==> src/rtl/mov_sprite_fetch_if.sv <==
// Object-table write bus for mov_sprite_fetch.
// The master drives writes; the sprite fetch block is the slave.
interface mov_sprite_fetch_if #(
    parameter int IW     = 3,
    parameter int H_BITS = 10,
    parameter int V_BITS = 10
);
    logic              wr_en;
    logic [IW-1:0]     wr_idx;
    logic [H_BITS-1:0] wr_x;
    logic [V_BITS-1:0] wr_y;
    logic [5:0]        wr_sel;
    logic              wr_vis;
    logic [1:0]        wr_flip;

    modport master (
        output wr_en, wr_idx, wr_x, wr_y,
        output wr_sel, wr_vis, wr_flip
    );
    modport slave (
        input wr_en, wr_idx, wr_x, wr_y,
        input wr_sel, wr_vis, wr_flip
    );
endinterface

==> src/rtl/mov_sprite_fetch.sv <==
// Moving-sprite line loader and pattern-memory address generator.
// Define MOV_SPRITE_FLIP_EN to store and apply per-object {vflip,hflip}.
module mov_sprite_fetch #(
    parameter int NUM_OBJ    = 8,
    parameter int LINE_SLOTS = 4,
    parameter int H_BITS     = 10,
    parameter int V_BITS     = 10,
    localparam int IW        = $clog2(NUM_OBJ)
) (
    input  logic              clock,
    input  logic              reset,
    mov_sprite_fetch_if.slave wr,
    input  logic              frame_start,
    input  logic              line_start,
    input  logic [V_BITS-1:0] line_y,
    input  logic [H_BITS-1:0] pix_x,
    input  logic              pix_valid,
    output logic [5:0]        select,
    output logic [3:0]        x,
    output logic [3:0]        y,
    output logic              hit,
    output logic [IW-1:0]     obj_idx,
    output logic              overflow
);

    typedef enum logic [1:0] {IDLE, SCAN, READY} state_t;

    typedef struct packed {
`ifdef MOV_SPRITE_FLIP_EN
        logic [1:0]        flip;
`endif
        logic              vis;
        logic [5:0]        sel;
        logic [V_BITS-1:0] y;
        logic [H_BITS-1:0] x;
    } obj_t;

    typedef struct packed {
`ifdef MOV_SPRITE_FLIP_EN
        logic [1:0]        flip;
`endif
        logic [IW-1:0]     idx;
        logic [5:0]        sel;
        logic [3:0]        dy;
        logic [H_BITS-1:0] x;
    } slot_t;

    state_t                state_q, state_d;
    logic [IW-1:0]         scan_q, scan_d;
    logic [V_BITS-1:0]     ly_q, ly_d;
    obj_t                  sh_q [NUM_OBJ];
    obj_t                  sh_d [NUM_OBJ];
    obj_t                  act_q [NUM_OBJ];
    obj_t                  act_d [NUM_OBJ];
    slot_t                 slot_q [LINE_SLOTS];
    slot_t                 slot_d [LINE_SLOTS];
    logic [LINE_SLOTS-1:0] vld_q, vld_d;
    logic                  ovf_q, ovf_d;
    logic [5:0]            sel_q, sel_d;
    logic [3:0]            x_q, x_d, y_q, y_d;
    logic                  hit_p_q, hit_p_d;
    logic [IW-1:0]         idx_p_q, idx_p_d;
    logic                  hit_q, hit_d;
    logic [IW-1:0]         oidx_q, oidx_d;

    obj_t                  cur;
    logic [V_BITS:0]       dy;
    logic                  taken;
    logic [H_BITS:0]       dx;
    slot_t                 win;
    logic [3:0]            win_dx;
    logic                  found;

    // Active copy takes the pre-edge shadow, so a coincident write waits a frame.
    always_comb begin
        sh_d  = sh_q;
        act_d = act_q;
        if (frame_start) act_d = sh_q;
        for (int i = 0; i < NUM_OBJ; i++) begin
            if (wr.wr_en && wr.wr_idx == IW'(i)) begin
                sh_d[i].x   = wr.wr_x;
                sh_d[i].y   = wr.wr_y;
                sh_d[i].sel = wr.wr_sel;
                sh_d[i].vis = wr.wr_vis;
`ifdef MOV_SPRITE_FLIP_EN
                sh_d[i].flip = wr.wr_flip;
`endif
            end
        end
    end

`ifndef MOV_SPRITE_FLIP_EN
    logic unused_flip;
    assign unused_flip = ^wr.wr_flip;
`endif

    always_comb begin
        state_d = state_q;
        scan_d  = scan_q;
        ly_d    = ly_q;
        slot_d  = slot_q;
        vld_d   = vld_q;
        ovf_d   = ovf_q;
        taken   = 1'b0;
        cur     = act_q[scan_q];
        dy      = {1'b0, ly_q} - {1'b0, cur.y};
        if (line_start) begin
            state_d = SCAN;
            scan_d  = '0;
            ly_d    = line_y;
            vld_d   = '0;
            ovf_d   = 1'b0;
        end else if (state_q == SCAN) begin
            if (cur.vis && dy[V_BITS:4] == '0) begin
                for (int s = 0; s < LINE_SLOTS; s++) begin
                    if (!vld_q[s] && !taken) begin
                        taken         = 1'b1;
                        vld_d[s]      = 1'b1;
                        slot_d[s].x   = cur.x;
                        slot_d[s].sel = cur.sel;
                        slot_d[s].dy  = dy[3:0];
                        slot_d[s].idx = scan_q;
`ifdef MOV_SPRITE_FLIP_EN
                        slot_d[s].flip = cur.flip;
`endif
                    end
                end
                if (!taken) ovf_d = 1'b1;
            end
            if (scan_q == IW'(NUM_OBJ - 1)) state_d = READY;
            scan_d = scan_q + 1'b1;
        end
    end

    // Lowest occupied slot wins, which is also the lowest object index.
    always_comb begin
        dx      = '0;
        win     = '0;
        win_dx  = '0;
        found   = 1'b0;
        for (int s = 0; s < LINE_SLOTS; s++) begin
            dx = {1'b0, pix_x} - {1'b0, slot_q[s].x};
            if (!found && vld_q[s] && dx[H_BITS:4] == '0) begin
                found  = 1'b1;
                win    = slot_q[s];
                win_dx = dx[3:0];
            end
        end
        hit_p_d = 1'b0;
        sel_d   = sel_q;
        x_d     = x_q;
        y_d     = y_q;
        idx_p_d = idx_p_q;
        if (found && pix_valid && state_q == READY) begin
            hit_p_d = 1'b1;
            sel_d   = win.sel;
            idx_p_d = win.idx;
`ifdef MOV_SPRITE_FLIP_EN
            x_d = win.flip[0] ? ~win_dx : win_dx;
            y_d = win.flip[1] ? ~win.dy : win.dy;
`else
            x_d = win_dx;
            y_d = win.dy;
`endif
        end
        hit_d  = hit_p_q;
        oidx_d = idx_p_q;
    end

    always_ff @(posedge clock) begin
        if (reset) begin
            state_q <= IDLE;
            scan_q  <= '0;
            ly_q    <= '0;
            sh_q    <= '{default: '0};
            act_q   <= '{default: '0};
            slot_q  <= '{default: '0};
            vld_q   <= '0;
            ovf_q   <= 1'b0;
            sel_q   <= '0;
            x_q     <= '0;
            y_q     <= '0;
            hit_p_q <= 1'b0;
            idx_p_q <= '0;
            hit_q   <= 1'b0;
            oidx_q  <= '0;
        end else begin
            state_q <= state_d;
            scan_q  <= scan_d;
            ly_q    <= ly_d;
            sh_q    <= sh_d;
            act_q   <= act_d;
            slot_q  <= slot_d;
            vld_q   <= vld_d;
            ovf_q   <= ovf_d;
            sel_q   <= sel_d;
            x_q     <= x_d;
            y_q     <= y_d;
            hit_p_q <= hit_p_d;
            idx_p_q <= idx_p_d;
            hit_q   <= hit_d;
            oidx_q  <= oidx_d;
        end
    end

    assign select   = sel_q;
    assign x        = x_q;
    assign y        = y_q;
    assign hit      = hit_q;
    assign obj_idx  = oidx_q;
    assign overflow = ovf_q;

endmodule

==> src/flat_wrapper.sv <==
// flat-port wrapper written by rule: the top's interface ports become plain ports
module mov_sprite_fetch_flat 
#(
    parameter int NUM_OBJ    = 8,
    parameter int LINE_SLOTS = 4,
    parameter int H_BITS     = 10,
    parameter int V_BITS     = 10,
    localparam int IW        = $clog2(NUM_OBJ)
)
  (clock, reset, frame_start, line_start, line_y, pix_x, pix_valid, select, x, y, hit, obj_idx, overflow, wr_wr_en, wr_wr_idx, wr_wr_x, wr_wr_y, wr_wr_sel, wr_wr_vis, wr_wr_flip);
  mov_sprite_fetch_if #(.IW((3)), .H_BITS(H_BITS), .V_BITS(V_BITS)) wr_i ();
  input  logic clock;
  input  logic reset;
  input  logic frame_start;
  input  logic line_start;
  input  logic [V_BITS-1:0] line_y;
  input  logic [H_BITS-1:0] pix_x;
  input  logic pix_valid;
  output logic [5:0] select;
  output logic [3:0] x;
  output logic [3:0] y;
  output logic hit;
  output logic [IW-1:0] obj_idx;
  output logic overflow;
  input wire logic [$bits(wr_i.wr_en)-1:0] wr_wr_en;
  input wire logic [$bits(wr_i.wr_idx)-1:0] wr_wr_idx;
  input wire logic [$bits(wr_i.wr_x)-1:0] wr_wr_x;
  input wire logic [$bits(wr_i.wr_y)-1:0] wr_wr_y;
  input wire logic [$bits(wr_i.wr_sel)-1:0] wr_wr_sel;
  input wire logic [$bits(wr_i.wr_vis)-1:0] wr_wr_vis;
  input wire logic [$bits(wr_i.wr_flip)-1:0] wr_wr_flip;
  assign wr_i.wr_en = wr_wr_en;
  assign wr_i.wr_idx = wr_wr_idx;
  assign wr_i.wr_x = wr_wr_x;
  assign wr_i.wr_y = wr_wr_y;
  assign wr_i.wr_sel = wr_wr_sel;
  assign wr_i.wr_vis = wr_wr_vis;
  assign wr_i.wr_flip = wr_wr_flip;
  mov_sprite_fetch #(.NUM_OBJ(NUM_OBJ), .LINE_SLOTS(LINE_SLOTS), .H_BITS(H_BITS), .V_BITS(V_BITS)) u_core (.clock(clock), .reset(reset), .wr(wr_i), .frame_start(frame_start), .line_start(line_start), .line_y(line_y), .pix_x(pix_x), .pix_valid(pix_valid), .select(select), .x(x), .y(y), .hit(hit), .obj_idx(obj_idx), .overflow(overflow));
endmodule
==> config.mk <==
export PLATFORM = sky130hd
export DESIGN_NAME = mov_sprite_fetch_flat
export DESIGN_NICKNAME = d
export VERILOG_FILES = /design/src/rtl/mov_sprite_fetch_if.sv /design/src/rtl/mov_sprite_fetch.sv /design/src/flat_wrapper.sv
export SDC_FILE = /design/constraint.sdc
export NUM_CORES = 1
export LEC_CHECK = 0
export BUFFER_PORTS_ARGS = -buffer_cell sky130_fd_sc_hd__buf_2
export CAP_MARGIN = 25
export CORE_AREA = 2 2 206 208
export CTS_CLUSTER_DIAMETER = 60
export DETAILED_ROUTE_END_ITERATION = 12
export DIE_AREA = 0 0 208 210
export PLACE_DENSITY = 0.81
export SYNTH_ARGS = -nofsm -noshare
export SYNTH_HDL_FRONTEND = slang
export SYNTH_SLANG_ARGS = --single-unit
==> constraint.sdc <==
create_clock -name clock -period 6.4 [get_ports clock]
set_clock_uncertainty 0.15 [all_clocks]
set_input_delay 1.92 -clock clock [delete_from_list [all_inputs] [get_ports clock]]
set_output_delay 1.92 -clock clock [all_outputs]
set_load 0.01 [all_outputs]
==> metrics.txt, run 1 <==
CP max FO 25; DP Wirelength 37720 um; Post-synth top cells dfxtp_1, nand2_1, mux2i_1, nor2_1, a21oi_1; Post-Place Cells 3162; Post-DRT Antenna Nets 0; switching portion of total power 0.2318; Mapped Cells 2709; Setup violations, final 0; combinational share of power 0.062; dpl ws 0.9997 ns; Post-synth EDFFs 0; I/O Pins 77; post-synth cell types 62; Least-Margin Pin Slew 1.118 ns; ys async rst share 0; total DRC errors in the routed layout 0; initial core utilization 0.5925; Setup Fix Bufs, Post-CTS 0; Area contributors post-synth dfxtp_1, mux2i_1, nand2_1; Max-cap violations 0; layout cells sized above 1 0.1129; synthesis warning total 0; Int Pwr 5.731 mW; top sig layer met5; metal3 WL 3744 um; outcome finished, final reports clean; Max Clock Freq 0.1927 GHz; cell row count 75; RSZ-0062 raised after global routing false; pin count of the biggest net entering global routing 185; # nets final 2796; first-pass GRT wire length 98900 um; CTS Buf Count 56; Sink Count 566; most common cell in the netlist dfxtp_1; CTS Root Buffer Type clkbuf_16; Yosys top cell area share 0.4611; HP Class reg2reg; via count 19.16k; sequential power share 0.482; die width 208 um; crit path time final 5.191 ns; Fin. Hold Viols 0; synthesized area per cell 9.072 um2; total die area 43680 um2; Die Ht 210 um; prevailing post-synth register cell dfxtp_1; routed vias/inst 5.858; Core Box Area 41480 um2; DRT Pass-1 Iters 5; met2 routed wirelength 31070 um; syn nets 2824; Net Switching 1.729 mW; H-tree levels 2; Setup TNS 0 ns; GPL Wtd Cong 0.9071; initial drt markers 1695; Slew Viols, Final 0; clock-pin slew on the worst setup and hold paths 0.06 ns; hold_buf cts 0; CP Data Arrival Time 5.56 ns; CTS tree done; Clock power frac 0.455; WL met1 25440 um; Port-buffer cells 74; crit end category flip-flop; CTS max path bufs 3; post-synthesis register bit count 566; CP startpoint kind flip-flop; total track usage 0.2819; final critical-path share of the clock period 0.8110; antenna violations before repair 6; worst setup path category reg2reg; Pwr per Cell Area 274.5 nW/um2; Setup WS post-layout 1.209 ns; vias in the first global route 18.76k; Max VDD drop 0.0002693 V; fin cells 3270; later-pin clock latency in the skew report 0.61 ns; WL/cell 19.08 um; critical path data required time 6.77 ns; gr ovfl total 0; post-cts sizing count 0; Cell Area, Synth 24570 um2; sequential area share after synthesis 0.4611; Synth area leader dfxtp_1; Rel. slew slack 0.2546; Layout area overhead 10.59%; leakage power 10.61 nW; detailed-route wire length 62380 um
## power by group through the flow
stage / logic (mW) / clock network [mW] / registers, mW
after CTS: 0.461 / 3.43 / 3.60
final: 0.465 / 3.40 / 3.60
after floorplan: 0.348 / 0 / 3.66
after detailed placement: 0.458 / 0 / 3.68
after global placement: 0.445 / 0 / 3.67
after global routing: 0.505 / 3.57 / 3.60
## stage by stage
| stage | instance area, um2 | hold slack (ns) | utilization | total power [mW] |
|---|---|---|---|---|
| floorplan | 24570 | 0.2638 | - | 4.011 |
| global placement | 25220 | 0.2700 | 0.6079 | 4.117 |
| CTS | 27170 | 0.2928 | 0.6551 | 7.489 |
| finish | 27180 | 0.2859 | 0.6552 | 7.460 |
| global route | 27170 | 0.3109 | 0.6552 | 7.680 |
| detailed placement | 25220 | 0.2781 | 0.6079 | 4.134 |
## area by class of cell
type / instances / area (um2)
Antenna cell: 3 / 7.507
Clock buffer: 83 / 1725
Clock inverter: 22 / 229.0
Fill cell: 3224 / 14300
Inverter: 59 / 221.5
Multi-Input combinational cell: 1886 / 12270
Sequential cell: 566 / 11340
Tap cell: 539 / 674.4
Timing Repair Buffer: 112 / 713.2
## flip-flops by register name, summed over array words and instances (netlist names)
name / flops
u_core.x: 4
u_core.idx_p_q: 3
u_core.hit_d: 1
u_core.vld_q: 4
u_core.hit: 1
u_core.scan_q: 3
u_core.overflow: 1
u_core.select: 6
u_core.state_q: 2
u_core.y: 4
u_core.ly_q: 10
u_core.sh_q: 216
u_core.slot_q: 92
u_core.obj_idx: 3
u_core.act_q: 216
## final timing paths
check | startpoint | end | depth (start not counted) | slack [ns]
min | u_core.hit_d$_SDFF_PP0_ | u_core.hit$_SDFF_PP0_ | 1 | 0.29
min reg2reg | u_core.hit_d$_SDFF_PP0_ | u_core.hit$_SDFF_PP0_ | 1 | 0.29
max | u_core.scan_q[0]$_SDFFE_PP0P_ | u_core.slot_q[60]$_SDFFE_PP0P_ | 14 | 1.21
max reg2reg | u_core.scan_q[0]$_SDFFE_PP0P_ | u_core.slot_q[60]$_SDFFE_PP0P_ | 14 | 1.21
## worst max-delay path, stage by stage (launching register included)
cell and delay (ns):
dfxtp_4 0.65, buf_4 0.31, mux4_2 0.53, mux2i_1 0.38
ha_1 0.36, o21a_1 0.12, o31a_1 0.14, or4_1 0.48
a21oi_1 0.16, a311oi_1 0.08, a211oi_2 0.21, buf_4 0.30
nand3_1 0.52, buf_4 0.45, mux2i_1 0.23
## layout by cell type (no fill, tap or decap), types with 11 or more instances in the layout
master / synthesis / layout
clkbuf_16: 0 / 58
o21ai_0: 54 / 54
or2_2: 21 / 21
inv_1: 59 / 59
nand2_1: 480 / 478
buf_2: 15 / 72
clkbuf_8: 0 / 18
a21oi_1: 250 / 250
nand2b_1: 96 / 96
dfxtp_1: 566 / 563
nor2b_1: 24 / 24
a311oi_1: 19 / 19
mux2i_1: 334 / 334
a211oi_1: 11 / 11
nor2_1: 303 / 297
mux4_2: 54 / 54
ha_1: 52 / 52
nand3_1: 33 / 33
o31ai_1: 14 / 14
buf_4: 1 / 35
o21a_1: 22 / 22
## logic make-up after synthesis
logic type | after synthesis | synth area share
adder cells (fa/ha/maj) | 57 | 0.03055
XOR/XNOR | 10 | 0.003564
AND/OR/NAND/NOR | 1007 | 0.1762
multiplexers | 393 | 0.1878
flip-flops | 566 | 0.4611
AO/OA/AOI/OAI | 419 | 0.09928
buffers and inverters | 257 | 0.04149
## metal layers
metal / up-vias / global-route usage
met5: - / 0
met4: 2 / 0.1152
met3: 161 / 0.04023
met2: 608 / 0.4994
met1: 9233 / 0.3456
li1: 9152 / -
Power figures use the tool's default switching activity.
==> inputs of run 2 (changes only) <==
- clock period: 6.4 -> 4.9 ns (I/O delays scaled with it)
==> run 2 against run 1 <==
  * Final area up 1.3%
  * Wire length is 2.5% higher
  * Core utilization grew 0.84 points
  * Fmax rose by 11%
  * Via count grew 1.9%
  * Register-to-register slack got worse by 1.0 ns
  * Sequential power grew 31%
  * Total power rose by 33%
  * Die area unchanged
  * Critical path type unchanged
  * Largest power group unchanged
==> metrics.txt, run 2 (synthesis results as in run 1) <==
total track usage 0.2859 (+0.004059); CTS max path bufs 3 (unchanged); Fin. Hold Viols 0 (unchanged); Max-cap violations 0 (unchanged); initial core utilization 0.5925 (unchanged); Hold Crit Depth 1 (unchanged); CTS tree done; first-pass GRT wire length 99750 um (+0.86%); RSZ-0062 raised after global routing false; crit end category flip-flop; Setup violations, final 0 (unchanged); Rel. slew slack 0.3646 (+0.1100); Min-Delay Startpoint u_core.hit_d$_SDFF_PP0_; DP Area 25480 um2 (+1.1%); H-tree levels 2 (unchanged); Max Clock Freq 0.2133 GHz (+11%); critical path data required time 5.25 ns (-1.52 ns); later-pin clock latency in the skew report 0.60 ns (about the same); Register Area 11340 um2 (unchanged); HP Class reg2reg; # nets final 2821 (+0.89%); initial drt markers 1801 (+6.3%); Port-buffer cells 74 (unchanged); routed vias/inst 5.922 (+1.1%); gr ovfl total 0 (unchanged); DRT Pass-1 Iters 6 (+1); I/O Pins 77 (unchanged); commonest non-fill, non-tap cell in the layout dfxtp_1; total DRC errors in the routed layout 0 (unchanged); vias in the first global route 19.25k (+2.6%); biggest regs u_core.act_q (216), u_core.sh_q (216), u_core.slot_q (92); overall power 9.945 mW (+33%); r2r worst-path depth 15 (+1); outcome finished, final reports clean; RR Endpoint u_core.slot_q[36]$_SDFFE_PP0P_; Multi-input gate area 12270 um2 (unchanged); worst setup path category reg2reg; pin count of the biggest net entering global routing 174 (-5.9%); Sink Count 566 (unchanged); Max VDD drop 0.0003265 V (+21%); layout cells sized above 1 0.1185 (+0.005642); WL/cell 19.40 um (+1.7%); hold_buf cts 0 (unchanged); Core Box Area 41480 um2 (unchanged); CP max FO 31 (+24%); die width 208 um (unchanged); CTS Root Buffer Type clkbuf_16; leakage power 10.79 nW (+1.7%); Post-DRT Antenna Nets 0 (unchanged); clock-pin slew on the worst setup and hold paths 0.06 ns (about the same); cell area after layout 27530 um2 (+1.3%); CP Data Arrival Time 5.04 ns (-0.52 ns); CP startpoint kind flip-flop; DP Wirelength 39360 um (+4.4%); Layout area overhead 12.02%; Post-Route Utilization 0.6637 (+0.008446); R2R setup slack 0.21 ns (-1.00 ns); RR Startpoint u_core.scan_q[0]$_SDFFE_PP0P_; total die area 43680 um2 (unchanged); Pwr per Cell Area 361.3 nW/um2 (+32%); Setup TNS 0 ns (unchanged); Die Ht 210 um (unchanged); most frequent cells in the layout dfxtp_1, nand2_1, mux2i_1, nor2_1, a21oi_1; CTS Buf Count 57 (+1.8%); Min-Delay Endpoint u_core.hit$_SDFF_PP0_; Slew Viols, Final 0 (unchanged); Least-Margin Pin Slew 0.9531 ns (-0.1649 ns); number of fillers in the final layout 3166 (-1.8%); cell row count 75 (unchanged); antenna violations before repair 8 (+2); detailed-route wire length 63930 um (+2.5%); via count 19.52k (+1.9%); final critical-path share of the clock period 0.9568 (+0.1458); GPL Wtd Cong 0.8448 (-6.9%); crit path time final 4.688 ns (-0.5022 ns)
run 2: cell types whose count changed in the layout (fill, tap and decap cells not counted), moves of 4 or more:
| cell | delta |
|---|---|
| buf_4 | +16 |
| buf_12 | +6 |
| bufinv_16 | +5 |
| clkbuf_1 | +4 |
| clkbuf_8 | -4 |
| clkinv_2 | -4 |
| diode_2 | +4 |
run 2: area by class of cell:
| type | instances | share of cell area |
|---|---|---|
| diodes | 7 | 0.0006363 |
| clock buffers | 83 | 0.06122 |
| clock inverters | 20 | 0.01200 |
| inverters | 59 | 0.008045 |
| multi-input cells | 1886 | 0.4457 |
| flip-flops and latches | 566 | 0.4118 |
| well taps | 539 | 0.02450 |
| repair buffers | 136 | 0.03604 |
run 2: report_power, final:
part	internal [mW]	total, mW	switching [mW]	leakage (nW)
Sequential	4.66	4.70	0.0375	4.57
Clock	2.80	4.62	1.82	0.982
Combinational	0.229	0.625	0.395	5.23
run 2: layer usage:
layer,track usage,routed length [um],share of wire,vias up
li1,-,-,-,9202
met1,0.3360,25100,0.39,9426
met2,0.5053,31790,0.50,712
met3,0.05617,4598,0.072,174
met4,0.1311,2399,0.038,6
met5,0,40,0.00063,-
run 2: timing repair:
action | CTS | global route
resized for setup | 0 | 2
setup endpoints to repair | 0 | 2
setup buffers | 0 | 0
run 2: critical path: stages, from the launching register on:
cell      delay, ns
dfxtp_4        0.54
buf_4          0.25
buf_16         0.27
mux4_2         0.54
mux2i_1        0.30
ha_1           0.28
o21ai_0        0.16
a21boi_0       0.28
o21ai_0        0.19
a21boi_0       0.25
o211ai_1       0.15
a211oi_2       0.24
buf_12         0.20
nand4_1        0.11
buf_4          0.28
mux2_1         0.34
run 2: through the flow:
stage | instances | hold slack [ns] | setup slack, ns
floorplan | 2709 | 0.2638 | 0.03956
global placement | 3186 | 0.2696 | 0.2157
detailed placement | 3186 | 0.2953 | 0.1314
CTS | 3289 | 0.3042 | 0.2601
global route | 3292 | 0.3159 | 0.003196
finish | 3296 | 0.2965 | 0.2117
run 2: worst max path at each step:
stage                                           endpoint                     startpoint  depth (start not counted)
final                     u_core.slot_q[36]$_SDFFE_PP0P_  u_core.scan_q[0]$_SDFFE_PP0P_                         15
after global routing      u_core.slot_q[36]$_SDFFE_PP0P_  u_core.scan_q[0]$_SDFFE_PP0P_                         15
after CTS                 u_core.slot_q[36]$_SDFFE_PP0P_  u_core.scan_q[0]$_SDFFE_PP0P_                         15
after detailed placement        u_core.x[1]$_SDFFE_PP0P_                       pix_x[0]                         15
after global placement          u_core.x[1]$_SDFFE_PP0P_                       pix_x[0]                         15
after floorplan           u_core.slot_q[23]$_SDFFE_PP0P_  u_core.scan_q[0]$_SDFFE_PP0P_                         17
==> inputs of run 3 (changes only) <==
- BUFFER_PORTS_ARGS: -buffer_cell sky130_fd_sc_hd__buf_2 -> not set
- DONT_BUFFER_PORTS: not set -> 1
- PLACE_DENSITY: 0.81 -> 0.79
==> run 3 against run 2 <==
  * The flow now finishes with violations (max-slew violations)
  * Highest routed layer is now met4
  * Largest power group unchanged
  * First-iteration DRC count decreased by 11%
  * Worst hold slack better by 0.0023 ns
  * Setup slack better by 0.047 ns
==> metrics.txt, run 3 (synthesis results as in run 1) <==
Post-Route Utilization 0.6471 (-0.01656); worst setup path category reg2reg; biggest regs u_core.act_q (216), u_core.sh_q (216), u_core.slot_q (92); Pwr per Cell Area 361.1 nW/um2 (about the same); HP Class reg2reg; Max Clock Freq 0.2155 GHz (+1.0%); DRT Pass-1 Iters 6 (unchanged); Setup TNS 0 ns (unchanged); Slew Viols, Final 290 (+290); cell row count 75 (unchanged); Post-Place Cells 3091 (-3.0%); pin count of the biggest net entering global routing 591 (+240%); CP max FO 25 (-19%); initial drt markers 1605 (-11%); Core Box Area 41480 um2 (unchanged); die width 208 um (unchanged); CP startpoint kind flip-flop; RSZ-0062 raised after global routing false; Layout area overhead 9.220%; crit end category flip-flop; antenna violations before repair 1 (-7); Setup Fix Bufs, Post-CTS 0 (unchanged); Die Ht 210 um (unchanged); diode count 0 (-7); fin cells 3188 (-3.3%); number of fillers in the final layout 3248 (+2.6%); total track usage 0.2809 (-0.005030); # nets final 2725 (-3.4%); outcome finished, violations left; via count 18.80k (-3.7%); CTS Buf Count 56 (-1.8%); most frequent cells in the layout dfxtp_1, nand2_1, mux2i_1, nor2_1, a21oi_1; WL/cell 19.45 um (+0.27%); Multi-input gate area 12270 um2 (about the same); layout cells sized above 1 0.08720 (-0.03134); I/O Pins 77 (unchanged); Buffers & Inverters on Critical Path 2 (-2); critical path data required time 5.22 ns (-0.03 ns); hold_buf cts 0 (unchanged); leakage power 10.31 nW (-4.4%); Slowest Stage Delay on Critical Path 0.57 ns (+0.03 ns); crit path time final 4.641 ns (-0.04735 ns); H-tree levels 2 (unchanged); Setup violations, final 0 (unchanged); CTS Root Buffer Type clkbuf_16; slowest library cell on the worst path dfxtp_4; CTS max path bufs 3 (unchanged); Port-buffer cells 0 (-100%); Fin. Hold Viols 0 (unchanged); initial core utilization 0.5925 (unchanged); Crit path max-delay family multiplexers; clock-pin slew on the worst setup and hold paths 0.06 ns (about the same); first-pass GRT wire length 98320 um (-1.4%); Rel. slew slack -0.1711 (-0.5357); total DRC errors in the routed layout 0 (unchanged); Register Area 11340 um2 (unchanged); Max VDD drop 0.0004160 V (+27%); routed vias/inst 5.897 (-0.43%); CTS tree done; Max-cap violations 0 (unchanged); Sink Count 566 (unchanged); commonest non-fill, non-tap cell in the layout dfxtp_1; gr ovfl total 0 (unchanged); DP Wirelength 37410 um (-4.9%); post-cts sizing count 0 (unchanged); final critical-path share of the clock period 0.9471 (-0.009664); Least-Margin Pin Slew 1.757 ns (+0.8035 ns); total die area 43680 um2 (unchanged); GPL Wtd Cong 0.8761 (+3.7%); crit path cell chain mux4_2 -> mux2i_1 -> ha_1 -> nor2b_1 -> o31a_1 -> or4_1 -> a21oi_1 -> a311oi_1 -> a211oi_2 -> buf_12 -> nand3_1 -> buf_4 -> mux2_2; detailed-route wire length 62000 um (-3.0%); vias in the first global route 18.57k (-3.5%); Post-DRT Antenna Nets 0 (unchanged); later-pin clock latency in the skew report 0.64 ns (+0.04 ns); failing checks max-slew violations; CP Data Arrival Time 4.96 ns (-0.08 ns)
## run 3: power breakdown
| part | total [mW] | switching [mW] | internal [mW] | leakage, nW |
|---|---|---|---|---|
| logic | 0.423 | 0.225 | 0.198 | 4.76 |
| registers | 4.70 | 0.0367 | 4.66 | 4.57 |
| clock network | 4.57 | 1.84 | 2.73 | 0.976 |
## run 3: cell type report
| class | count | share of cell area |
|---|---|---|
| Multi-Input combinational cell | 1886 | 0.4572 |
| Sequential cell | 566 | 0.4224 |
| Clock buffer | 77 | 0.06158 |
| Tap cell | 539 | 0.02513 |
| Timing Repair Buffer | 41 | 0.01287 |
| Clock inverter | 20 | 0.01259 |
| Inverter | 59 | 0.008251 |
## run 3: worst paths after layout
check                           startpoint                             end  slack [ns]  cells past startpoint
max          u_core.scan_q[0]$_SDFFE_PP0P_  u_core.slot_q[59]$_SDFFE_PP0P_        0.26                     13
min                u_core.hit_d$_SDFF_PP0_           u_core.hit$_SDFF_PP0_        0.30                      1
max reg2reg  u_core.scan_q[0]$_SDFFE_PP0P_  u_core.slot_q[59]$_SDFFE_PP0P_        0.26                     13
min reg2reg        u_core.hit_d$_SDFF_PP0_           u_core.hit$_SDFF_PP0_        0.30                      1
## run 3: metrics by stage
| step | instance area, um2 | power, mW | hold WS [ns] | worst slack (ns) |
|---|---|---|---|---|
| after floorplan | 24570 | 5.239 | 0.2638 | 0.03956 |
| after global placement | 24850 | 5.190 | 0.2778 | 0.3039 |
| after detailed placement | 24850 | 5.211 | 0.2927 | 0.1924 |
| after CTS | 26840 | 9.739 | 0.3052 | 0.2932 |
| after global routing | 26840 | 9.975 | 0.3168 | 0.07397 |
| final | 26840 | 9.692 | 0.2988 | 0.2590 |
## run 3: worst reg2reg max path, cell delays in order, from the launching register on
cell      delay (ns)
dfxtp_4         0.57
mux4_2          0.58
mux2i_1         0.40
ha_1            0.37
nor2b_1         0.17
o31a_1          0.30
or4_1           0.48
a21oi_1         0.17
a311oi_1        0.08
a211oi_2        0.29
buf_12          0.20
nand3_1         0.10
buf_4           0.29
mux2_2          0.33
## run 3: layer usage
metal / global-route usage / share of wire / vias up
li1: - / - / 8988
met1: 0.3428 / 0.41 / 9125
met2: 0.5014 / 0.50 / 551
met3: 0.04127 / 0.057 / 136
met4: 0.1088 / 0.031 / 0
met5: 0 / 0 / -
